### config.mk
export PLATFORM = sky130hd
export DESIGN_NAME = inst_fetch_unit
export DESIGN_NICKNAME = d
export VERILOG_FILES = /design/src/rtl/inst_fetch_unit.sv
export SDC_FILE = /design/constraint.sdc
export NUM_CORES = 1
export LEC_CHECK = 0
export ABC_AREA = 1
export ABC_CLOCK_PERIOD_IN_PS = 4800
export BUFFER_PORTS_ARGS = -buffer_cell sky130_fd_sc_hd__buf_2
export CORE_ASPECT_RATIO = 1.25
export CORE_MARGIN = 2
export CORE_UTILIZATION = 45
export CTS_CLUSTER_DIAMETER = 60
export CTS_CLUSTER_SIZE = 8
export DETAILED_ROUTE_END_ITERATION = 6
export HOLD_SLACK_MARGIN = 0.1
export PLACE_DENSITY = 0.66
export SYNTH_ARGS = -nofsm -noshare
export SYNTH_HDL_FRONTEND = slang
export SYNTH_SLANG_ARGS = --single-unit
### constraint.sdc
create_clock -name clk -period 4.8 [get_ports clk]
set_input_delay 0.96 -clock clk [delete_from_list [all_inputs] [get_ports clk]]
set_output_delay 0.96 -clock clk [all_outputs]
set_load 0.01 [all_outputs]
### src/rtl/inst_fetch_unit.sv
// inst_fetch_unit: PC generation, instruction memory requests, buffering and decoder handshake with redirect flush.
module inst_fetch_unit #(
  parameter int XLEN = 32,
  parameter logic [XLEN-1:0] RESET_PC = '0,
  parameter int BUF_DEPTH = 2
) (
  input  logic            clk,
  input  logic            rstn,
  output logic            mem_req_valid,
  output logic [XLEN-1:0] mem_req_addr,
  input  logic            mem_req_ready,
  input  logic            mem_rsp_valid,
  input  logic [31:0]     mem_rsp_data,
  input  logic            redirect_valid,
  input  logic [XLEN-1:0] redirect_pc,
  output logic            dec_valid,
  output logic [31:0]     dec_inst,
  output logic [XLEN-1:0] dec_pc,
  input  logic            dec_ready
);
  localparam int PW = BUF_DEPTH > 1 ? $clog2(BUF_DEPTH) : 1;
  localparam int CW = $clog2(BUF_DEPTH + 1);
  typedef enum logic [1:0] {IDLE, FETCH, STALL} state_t;
  state_t state, state_n;
  logic [XLEN-1:0] fetch_pc;
  // live counts only in-flight requests whose responses will be kept; stale ones sit in drop_cnt
  logic [CW-1:0] count, live, count_n, live_n;
  logic [7:0] drop_cnt, drop_n;
  logic [PW-1:0] rd, wr, tq_rd, tq_wr;
  logic [31:0] buf_inst [BUF_DEPTH];
  logic [XLEN-1:0] buf_pc [BUF_DEPTH];
  logic [XLEN-1:0] tq_pc [BUF_DEPTH];
  logic req_acc, rsp_any, rsp_drop, rsp_keep, pop;
  function automatic logic [PW-1:0] inc(input logic [PW-1:0] p);
    return (p == PW'(BUF_DEPTH - 1)) ? '0 : p + PW'(1);
  endfunction
  assign mem_req_valid = (state == FETCH) && !redirect_valid;
  assign mem_req_addr = fetch_pc;
  assign dec_valid = count != '0;
  assign dec_inst = dec_valid ? buf_inst[rd] : '0;
  assign dec_pc = dec_valid ? buf_pc[rd] : '0;
  assign req_acc = mem_req_valid && mem_req_ready;
  // responses with nothing outstanding (e.g. left over from before a reset) are ignored
  assign rsp_any = mem_rsp_valid && (live != '0 || drop_cnt != '0);
  assign rsp_drop = rsp_any && drop_cnt != '0;
  assign rsp_keep = rsp_any && drop_cnt == '0 && !redirect_valid;
  assign pop = dec_valid && dec_ready && !redirect_valid;
  always_comb begin
    live_n = redirect_valid ? '0 : live + CW'(req_acc) - CW'(rsp_any && drop_cnt == '0);
    drop_n = redirect_valid ? drop_cnt + 8'(live) - 8'(rsp_any) : drop_cnt - 8'(rsp_drop);
    count_n = redirect_valid ? '0 : count + CW'(rsp_keep) - CW'(pop);
    state_n = (state == IDLE || ({1'b0, count_n} + {1'b0, live_n}) < (CW+1)'(BUF_DEPTH)) ? FETCH : STALL;
  end
  always_ff @(posedge clk or negedge rstn)
    if (!rstn) begin
      state <= IDLE;
      fetch_pc <= RESET_PC;
      count <= '0;
      live <= '0;
      drop_cnt <= '0;
      rd <= '0;
      wr <= '0;
      tq_rd <= '0;
      tq_wr <= '0;
    end else begin
      state <= state_n;
      count <= count_n;
      live <= live_n;
      drop_cnt <= drop_n;
      fetch_pc <= redirect_valid ? redirect_pc & ~XLEN'(3) : req_acc ? fetch_pc + XLEN'(4) : fetch_pc;
      rd <= redirect_valid ? '0 : pop ? inc(rd) : rd;
      wr <= redirect_valid ? '0 : rsp_keep ? inc(wr) : wr;
      tq_rd <= redirect_valid ? '0 : rsp_keep ? inc(tq_rd) : tq_rd;
      tq_wr <= redirect_valid ? '0 : req_acc ? inc(tq_wr) : tq_wr;
    end
  always_ff @(posedge clk) begin
    if (rsp_keep) begin
      buf_inst[wr] <= mem_rsp_data;
      buf_pc[wr] <= tq_pc[tq_rd];
    end
    if (req_acc) tq_pc[tq_wr] <= fetch_pc;
  end
endmodule

Word level (Yosys, flattened, before mapping)

Memories as Yosys holds them, arrays and structs flattened.
Cells that the tools add are included.

Input bits: 70
Register bits: 50
Logic and storage cells: 70
Memories: 3
Output and inout bits: 98
Memory bits (writable): 192

Eq/ne operators: 1
Reductions and logical operators: 19
$add $sub $neg: 13
Multiplexer cells: 24
Order comparisons: 1

Memories:

| name     | words | bits a word | rd ports | clocked after Yosys merged registers in | write ports | line | source |
|---|---|---|---|---|---|---|---|
| buf_inst | 2     | 32          | 1        | 0                                       | 1           | 30   | `logic [31:0] buf_inst [BUF_DEPTH];` |
| buf_pc   | 2     | 32          | 1        | 0                                       | 1           | 31   | `logic [XLEN-1:0] buf_pc [BUF_DEPTH];` |
| tq_pc    | 2     | 32          | 1        | 0                                       | 1           | 32   | `logic [XLEN-1:0] tq_pc [BUF_DEPTH];` |

Operators by type and width:

| operator                                                   | count |
|---|---|
| two-way mux 32 bit                                         | 4 |
| adder 32 x 3 -> 32 bit, second input constant              | 1 |
| two-way mux 1 bit                                          | 16 |
| subtractor 8 x 1 -> 8 bit                                  | 2 |
| nonzero test 2 bit                                         | 5 |
| adder 8 x 2 -> 8 bit                                       | 1 |
| logical AND 1 bit                                          | 8 |
| logical NOT 8 bit                                          | 1 |
| two-way mux 8 bit                                          | 1 |
| nonzero test 8 bit                                         | 1 |
| two-way mux 2 bit                                          | 3 |
| adder 1 bit, second input constant                         | 4 |
| adder 2 x 1 -> 2 bit                                       | 2 |
| subtractor 2 x 1 -> 2 bit                                  | 2 |
| adder 2 x 2 -> 3 bit                                       | 1 |
| less-than comparator 3 x 2 -> 1 bit, second input constant | 1 |
| equality test 2 x 1 -> 1 bit, second input constant        | 1 |
| logical NOT 2 bit                                          | 1 |
| logical OR 1 bit                                           | 2 |
| logical NOT 1 bit                                          | 1 |

Depth between registers and ports, before layout

Gate-level depths: netlist of the first run.

Word-level depth: 12
Mapped depth: 20
Depth with buffers taken out: 20

Least setup slack after synthesis of the first run

No wires, ideal clock.

Path kind: input port to flip-flop
Start point: input port redirect_valid
End point: memory buf_inst[1][0], enable pin
Required time: 4.318 ns
Cell stages on the path: 4
Path buffers: 1
Data arrival time: 4.023 ns
Library setup time: 0.482 ns
Path slack: 0.295 ns
Cells stage by stage: inv_1 clkbuf_1 nand2_1 nor2_1

Word-level cells in the longest chain between the ends: 4

RTL lines:

| what                                    | line | source |
|---|---|---|
| from (decl)                             | 14   | `input logic redirect_valid,` |
| logical NOT 1 bit                       | 46   | `assign rsp_keep = rsp_any && drop_cnt == '0 && !redirect_valid;` |
| logical AND 1 bit                       | 46   |  |
| two-way mux 1 bit                       | 77   | `if (rsp_keep) begin` |
| two-way mux 1 bit (implied by the code) | 78   | `buf_inst[wr] <= mem_rsp_data;` |
| to (decl)                               | 30   |  |

Every way passes these cells.

Final worst setup path of the first run

Start point: register rd
End point: output port dec_inst[12]

Word-level cells in the longest chain between the ends: 2

RTL lines:

| what                     | line | source |
|---|---|---|
| from (decl)              | 29   | `logic [PW-1:0] rd, wr, tq_rd, tq_wr;` |
| from (signal assigned)   | 71   | `rd <= redirect_valid ? '0 : pop ? inc(rd) : rd;` |
| memory read (2 x 32 bit) | n/a  |  |
| two-way mux 32 bit       | 40   | `assign dec_inst = dec_valid ? buf_inst[rd] : '0;` |
| to (decl)                | 17   | `output logic [31:0] dec_inst,` |

Every way passes these cells.

==> results of run 1 <==
==> registers in the layout (all words and copies together) (netlist names) <==
name / count
live: 2
mem_req_addr: 30
tq_wr: 1
drop_cnt: 8
state: 2
tq_rd: 1
tq_pc: 60
buf_pc: 60
buf_inst: 64
wr: 1
count: 2
rd: 1
==> area by class of cell <==
type	count	share of cell area
clock buffer	54	0.0791
sequential	232	0.538
tap	288	0.0288
timing repair buffer	170	0.0708
inverter	78	0.0236
multi-input combinational	672	0.260
==> per-layer routing <==
metal  share of wire  global-route usage  vias to the layer above
met4           0.022              0.0568                        0
li1                -                   -                     3731
met3           0.058              0.0311                       39
met5               0                   0                        -
met1            0.43               0.236                     3443
met2            0.49               0.324                      206
==> Yosys cell counts (all sizes together) <==
| master | count |
|---|---|
| a21boi | 1 |
| a21oi | 71 |
| a22oi | 15 |
| and2 | 2 |
| buf | 17 |
| clkbuf | 22 |
| conb | 1 |
| dfrtp | 48 |
| edfxtp | 184 |
| fa | 2 |
| ha | 23 |
| inv | 78 |
| mux2i | 1 |
| nand2 | 373 |
| nand3 | 61 |
| nand3b | 1 |
| nand4 | 3 |
| nor2 | 72 |
| nor3 | 4 |
| o211ai | 3 |
| o21a | 1 |
| o21ai | 20 |
| o21bai | 8 |
| or2 | 2 |
| xnor2 | 3 |
| xor2 | 2 |
==> worst max path at each step <==
stage | start | end | slack (ps) | cells past startpoint
3_3_place_gp | redirect_valid | state[0] | 1430 | 14
3_5_place_dp | redirect_valid | state[0] | 1340 | 14
2_1_floorplan | redirect_valid | buf_inst[1][0] | 300 | 4
6_report | rd | dec_inst[12] | 1590 | 5
4_1_cts | rd | dec_inst[12] | 1500 | 5
5_1_grt | drop_cnt[4] | state[0] | 1300 | 20
==> where the power goes <==
part / switching, mW / leakage, nW / internal, mW
Sequential: 0.110 / 2.25 / 2.30
Clock: 0.791 / 0.476 / 1.39
Combinational: 0.502 / 2.66 / 0.300
==> stage by stage <==
step | std cells | worst slack (ps) | hold slack [ps] | area, µm² | utilization
finish | 1494 | 1590 | 504 | 12500 | 0.546
global route | 1494 | 1300 | 530 | 12500 | 0.546
CTS | 1494 | 1500 | 509 | 12500 | 0.546
detailed placement | 1440 | 1340 | 497 | 11500 | 0.503
global placement | 1440 | 1430 | 482 | 11500 | 0.503
floorplan | 1021 | 295 | 473 | 10400 | -
==> cell families after synthesis <==
group,after synthesis,share of synthesized area
AND/OR/NAND/NOR,518,0.207
flip-flops,232,0.645
AO/OA/AOI/OAI,119,0.0648
buffers and inverters,117,0.0463
adder cells (fa/ha/maj),25,0.0314
XOR/XNOR,5,0.00420
other,1,0.000360
multiplexers,1,0.000960
==> reports/results.tsv, run 1 <==
metric	value	unit
status	finished with violations	
failing checks	design-rule violations	
final slew viol count	0	
DIE AREA	24400	µm²
overall power	5.40	mW
max-cap violations	0	
multi-input logic area	3250	µm²
Register Area	6730	µm²
Port Buffer Count	161	
Min-Delay Path Class	flip-flop to flip-flop	
initial antenna violation count	0	
cts repair resizes	0	
hold path depth	1	
nets	1283	
CTS H-tree lvls	2	
postcts setup bufs	0	
commonest cells after routing, fill and taps aside	nand2_1, edfxtp_1, buf_2	
Hold Path Sink	state[1]	
leakage power	5.39	nW
overall routing resource usage	0.185	
final hold viol count	0	
Syn Inst Count	1018	
initial core utilization	0.456	
Top delay family on crit path	buffers and inverters	
R2R Path Start	drop_cnt[5]	
Wirelength per Cell	15.0	µm
clk buf depth	3	
CTS clk-pin slew, worst paths	50	ps
DIE HEIGHT	174	µm
post-synthesis sequential area ratio	0.645	
Post-DRT Antenna Nets	0	
CTS tree	yes	
RR Endpoint	state[0]	
Max Clock Freq	312	MHz
Avg Cell Area, Syn	10.2	µm²
Pre-Repair DR Iteration Count	7	
drt initial violations	358	
Boundary Pins	168	
Vias/cell	4.97	
max incr delay on CP	590	ps
final worst-path cycle share	0.668	
chip width	140	µm
crit end category	primary output	
largest net degree at the start of global routing	63	
Final Setup Violations	0	
# diodes	0	
worst skew pair latency	490	ps
hold_buf cts	0	
placed wire-length estimate	14600	µm
Setup Skew	9.16	ps
Buf+Inv Stages, Crit Path	3	
first-pass GRT wire length	36200	µm
Arrival @ worst endpoint	2250	ps
top cells by area, synth	edfxtp_1, nand2_1, dfrtp_1	
critical path type	flip-flop to primary output	
GRT overflow	0	
DRC violations left	14	
critical path peak fanout	46	
flop-to-flop setup slack	1640	ps
CP cell instances	inv_2 -> buf_4 -> nand2_1 -> a21oi_1 -> buf_2	
unrepaired setup endpoints after global routing	no	
total number of vias	7419	
measured slew at the worst slew-check pin	1010	ps
RePlAce Congestion	0.803	
Sum Neg Setup Slack	0	ps
core area	22900	µm²
post-synth cell types	36	
routed wire length	22400	µm
synthesized cell area	10400	µm²
layout cells sized above 1	0.200	
Row Count	62	
Syn. warnings	0	
R2R depth	20	
Tmin final	3210	ps
Critical Path Slowest Stage Cell	inv_2	
number of global-route vias before repair	7283	
Hold Crit Start	state[0]	
leading cell type in the layout, fill and taps excluded	nand2_1	
Filler cells	1982	
Yosys top cell area share	0.530	
post-synth top area cell	edfxtp_1	
Slew HR	0.327	
clk root buf	clkbuf_16	
Area Growth Syn to Fin	19.9	%
P per Cell Area	432	nW/µm²
Req. time, crit path	3840	ps
#FFs+latches synth	232	
maximum VDD drop	0.000197	V
Startpoint Class	flip-flop	
clk sinks	232	
cts bufs inserted	34	
Power figures use the tool's default switching activity.
==> inputs of run 2 (changes only) <==
ABC_CLOCK_PERIOD_IN_PS = 2900   (was 4800)
PLACE_DENSITY = 0.68   (was 0.66)
clock period = 2.9 ns   (was 4.8 ns; I/O delays follow)
==> run 2 against run 1 <==
The run still ends with design-rule violations left; wire length grew 2.3%; critical path depth grew 14; cell area increased by 1.9%; non-clock buffer count increased by 18; register-to-register slack got worse by 1500 ps; final cell count increased by 1.3%; combinational power grew 87%; utilization increased by 1.0 points; global-route usage is 0.19 points higher; sequential share of layout area shrank 1.0 points; highest routed layer unchanged.
==> reports/results.tsv, run 2 (synthesis results as in run 1) <==
metric	value	unit
# diodes	0	
layout cells sized above 1	0.225	
Min-Delay Path Class	input port to async pin	
DIE AREA	24400	µm²
clk root buf	clkbuf_16	
leakage power	5.47	nW
Area Growth Syn to Fin	22.2	%
CP cell instances	inv_2 -> ha_4 -> nand2_1 -> nor2_1 -> nand2_1 -> inv_2 -> nand3_2 -> inv_2 -> buf_6 -> ha_1 -> inv_2 -> ha_4 -> nor2_2 -> nor3_2 -> inv_1 -> fa_1 -> nand2_1 -> o21a_1 -> inv_1	
final worst-path cycle share	0.957	
Vias/cell	5.02	
max incr delay on CP	480	ps
number of global-route vias before repair	7445	
CTS clk-pin slew, worst paths	50	ps
Final Worst Setup Slack	124	ps
chip width	140	µm
GRT overflow	0	
critical path peak fanout	3	
NetSw	2.38	mW
final slew viol count	0	
P per Cell Area	715	nW/µm²
Buf+Inv Stages, Crit Path	7	
RR Endpoint	state[0]	
failing checks	design-rule violations	
total number of vias	7590	
RePlAce Congestion	0.810	
Pre-Repair DR Iteration Count	7	
initial core utilization	0.456	
Port Buffer Count	161	
Sum Neg Setup Slack	0	ps
Top reg by flops	buf_inst	
DIE HEIGHT	174	µm
CTS H-tree lvls	2	
Gate power share	0.165	
Post-DRT Antenna Nets	0	
final hold viol count	0	
Arrival @ worst endpoint	3160	ps
dpl cells	1454	
commonest cells after routing, fill and taps aside	nand2_1, edfxtp_1, buf_2	
Tmin final	2780	ps
CP most frequent cell	inv_2	
Startpoint Class	flip-flop	
Largest register FFs	64	
Top delay family on crit path	adder cells	
cts bufs inserted	34	
top flop regs	buf_inst (64), buf_pc (60), tq_pc (60)	
placed wire-length estimate	15100	µm
Critical Path Slowest Stage Cell	fa_1	
Boundary Pins	168	
flop-to-flop setup slack	120	ps
overall routing resource usage	0.187	
critical path type	flip-flop to flip-flop	
maximum VDD drop	0.000362	V
Row Count	62	
crit end category	flip-flop	
Layout Utilization	0.557	
Req. time, crit path	3290	ps
core area	22900	µm²
worst skew pair latency	490	ps
DP Worst Slack	-41.5	ps
R2R Path Start	drop_cnt[2]	
Slew HR	0.450	
Final Setup Violations	0	
first-pass GRT wire length	36700	µm
Wirelength per Cell	15.1	µm
DRC violations left	17	
clk buf depth	3	
CTS tree	yes	
drt initial violations	428	
Max Clock Freq	360	MHz
Hold Slack	188	ps
measured slew at the worst slew-check pin	824	ps
switching share of power	0.261	
design area	12700	µm²
placed cell areas	11600	µm²
leading cell type in the layout, fill and taps excluded	nand2_1	
hold_buf cts	0	
Setup Skew	15.4	ps
max-cap violations	0	
initial antenna violation count	0	
routed wire length	22900	µm
clk sinks	232	
R2R depth	19	
overall power	9.11	mW
nets	1301	
largest net degree at the start of global routing	63	
internal power	6.73	mW
clock power share	0.397	
status	finished with violations	
Reg power frac	0.438	
final cell count without fillers	1513	
==> run 2: routing by layer <==
layer	GRT usage	wire (µm)
met5	0	0
met4	0.0602	558
met3	0.0358	1120
met2	0.334	11600
met1	0.228	9650
==> run 2: final cells by class <==
class | instances | area [µm²]
fill | 2010 | 10100
sequential | 232 | 6730
multi-input combinational | 672 | 3320
timing repair buffer | 188 | 1050
clock buffer | 55 | 993
tap | 288 | 360
inverter | 78 | 295
==> run 2: worst max-delay path by stage <==
stage	from	end	slack, ps	depth (start not counted)
after floorplan	drop_cnt[4]	state[1]	80	19
after global placement	drop_cnt[2]	state[0]	50	20
after detailed placement	drop_cnt[2]	state[0]	-40	20
after CTS	drop_cnt[2]	state[0]	0.4	20
after global routing	drop_cnt[2]	state[0]	-30	20
final	drop_cnt[2]	state[0]	120	19
==> run 2: what timing repair did <==
action | CTS | global route
setup buffers | 0 | 4
pin swaps | 0 | 6
endpoints found under the setup margin | 2 | 2
resized for setup | 2 | 19
==> run 2: power groups by stage <==
stage	Combinational, mW	Sequential [mW]	Clock (mW)
finish	1.50	3.99	3.62
global route	1.72	4.01	3.84
CTS	1.40	3.99	3.70
detailed placement	1.39	4.05	0
global placement	1.35	4.04	0
floorplan	0.945	4.02	0
==> inputs of run 3 (changes only) <==
BUFFER_PORTS_ARGS = default   (was -buffer_cell sky130_fd_sc_hd__buf_2)
DONT_BUFFER_PORTS = 1   (was default)
PLACE_DENSITY = default   (was 0.68)
==> run 3 against run 2 <==
The flow still finishes with violations (design-rule violations); setup slack gained 53 ps; critical path type unchanged; largest power group unchanged; cell area shrank 5.9%; flip-flop and latch count is the same; sequential share of layout area grew 3.3 points.
==> reports/results.tsv, run 3 (synthesis results as in run 1) <==
metric	value	unit
status	finished with violations	
failing checks	design-rule violations	
CP cell instances	inv_2 -> ha_4 -> nand2_2 -> nor2_1 -> nand2_1 -> inv_2 -> nand3_2 -> inv_2 -> nand2_4 -> ha_4 -> inv_2 -> ha_4 -> inv_2 -> nor2_2 -> nor3_2 -> inv_1 -> fa_1 -> nand2_1 -> o21a_1 -> inv_1	
measured slew at the worst slew-check pin	960	ps
placed wire-length estimate	14100	µm
Sum Neg Setup Slack	0	ps
DRC violations left	19	
DIE AREA	24400	µm²
layout cells sized above 1	0.108	
CTS clk-pin slew, worst paths	50	ps
Hold Path Sink	count[0]	
Boundary Pins	168	
R2R Path Start	drop_cnt[3]	
Vias/cell	5.09	
max incr delay on CP	450	ps
CTS tree	yes	
Area Growth Syn to Fin	15.0	%
switching share of power	0.256	
Buf+Inv Stages, Crit Path	7	
leakage power	4.74	nW
dpl cells	1291	
first-pass GRT wire length	34300	µm
RR Endpoint	state[0]	
crit end category	flip-flop	
number of global-route vias before repair	6499	
DIE HEIGHT	174	µm
CTS H-tree lvls	2	
Setup Skew	12.0	ps
# diodes	0	
worst skew pair latency	490	ps
Post-DRT Antenna Nets	0	
Wirelength per Cell	16.0	µm
flop-to-flop setup slack	180	ps
clk root buf	clkbuf_16	
Critical Path Slowest Stage Cell	fa_1	
unrepaired setup endpoints after global routing	yes	
commonest cells after routing, fill and taps aside	nand2_1, edfxtp_1, a21oi_1	
leading cell type in the layout, fill and taps excluded	nand2_1	
Startpoint Class	flip-flop	
Final Setup Violations	0	
drt initial violations	339	
Tmin final	2720	ps
max-cap violations	0	
R2R depth	20	
RePlAce Congestion	0.791	
Req. time, crit path	3280	ps
clock power share	0.401	
initial antenna violation count	0	
Port Buffer Count	0	
Row Count	62	
final hold viol count	0	
Top reg by flops	buf_inst	
GRT overflow	0	
final worst-path cycle share	0.939	
largest net degree at the start of global routing	65	
overall routing resource usage	0.177	
Gate power share	0.149	
Arrival @ worst endpoint	3110	ps
final slew viol count	0	
routed wire length	21600	µm
Min-Delay Path Class	input port to flip-flop	
cts bufs inserted	34	
nets	1137	
maximum VDD drop	0.000538	V
P per Cell Area	745	nW/µm²
final cell count without fillers	1348	
chip width	140	µm
clk sinks	232	
CP most frequent cell	inv_2	
critical path type	flip-flop to flip-flop	
NetSw	2.28	mW
critical path peak fanout	3	
core area	22900	µm²
Hold Crit Start	redirect_valid	
initial core utilization	0.456	
Pre-Repair DR Iteration Count	7	
Max Clock Freq	367	MHz
Top delay family on crit path	adder cells	
hold path depth	1	
clk buf depth	3	
Reg power frac	0.451	
total number of vias	6863	
top flop regs	buf_inst (64), buf_pc (60), tq_pc (60)	
internal power	6.65	mW
Largest register FFs	64	
Slew HR	0.360	
==> run 3: cell count changes in the layout (fill, tap and decap cells not counted), sizes merged <==
cell / change
buf: -165
clkbuf: -1
dlygate4sd3: +1
==> run 3: worst max path at each step <==
stage / from / end / slack, ps / cells after the start
after global placement: drop_cnt[3] / state[0] / 60 / 20
after global routing: drop_cnt[3] / state[0] / -30 / 20
after detailed placement: drop_cnt[3] / state[0] / 30 / 20
final: drop_cnt[3] / state[0] / 180 / 20
after CTS: drop_cnt[3] / state[0] / 6 / 20
after floorplan: drop_cnt[4] / state[1] / 80 / 19
==> run 3: worst reg2reg max path: stages, from the launching register on <==
cell and delay (ps):
dfrtp_1 400, inv_2 90, ha_4 130, nand2_2 40, nor2_1 90, nand2_1 80
inv_2 60, nand3_2 90, inv_2 90, nand2_4 60, ha_4 250, inv_2 40
ha_4 150, inv_2 40, nor2_2 30, nor3_2 190, inv_1 80, fa_1 450
nand2_1 80, o21a_1 130, inv_1 40
==> run 3: cell type report <==
class	count	area [µm²]
Fill cell	2022	10900
Tap cell	288	360
Clock buffer	54	990
Multi-Input combinational cell	672	3340
Sequential cell	232	6730
Timing Repair Buffer	24	282
Inverter	78	295
==> run 3: repair_timing <==
action                                 in CTS  in global routing
endpoints found under the hold margin      48                  0
setup buffers                               0                  1
hold buffers                                2                  0
gates resized for setup                     0                 25
setup endpoints to repair                   0                  2
==> run 3: power by group through the flow <==
stage          combinational, mW  sequential, mW  clock [mW]
4_1_cts                     1.28            4.02        3.68
2_1_floorplan              0.945            4.02           0
6_report                    1.33            4.03        3.58
3_5_place_dp                1.25            4.08           0
3_3_place_gp                1.23            4.07           0
5_1_grt                     1.56            4.05        3.82
==> run 3: layer usage <==
layer  GRT usage  vias to the layer above  wire, µm
li1            -                     3451         -
met1       0.229                     3176      9170
met2       0.288                      189     10300
met3      0.0471                       47      1550
met4      0.0644                        0       642
met5           0                        -         0
==> run 3: metrics by stage <==
stage / setup WS (ps) / power, mW / area, µm² / hold slack (ps) / util
after floorplan: 82.4 / 4.97 / 10400 / 284 / -
after global placement: 64.0 / 5.30 / 10900 / 286 / 0.475
after detailed placement: 27.9 / 5.33 / 10900 / 286 / 0.475
after CTS: 5.59 / 8.98 / 11900 / 138 / 0.520
after global routing: -31.6 / 9.43 / 12000 / 145 / 0.524
final: 177 / 8.93 / 12000 / 157 / 0.524
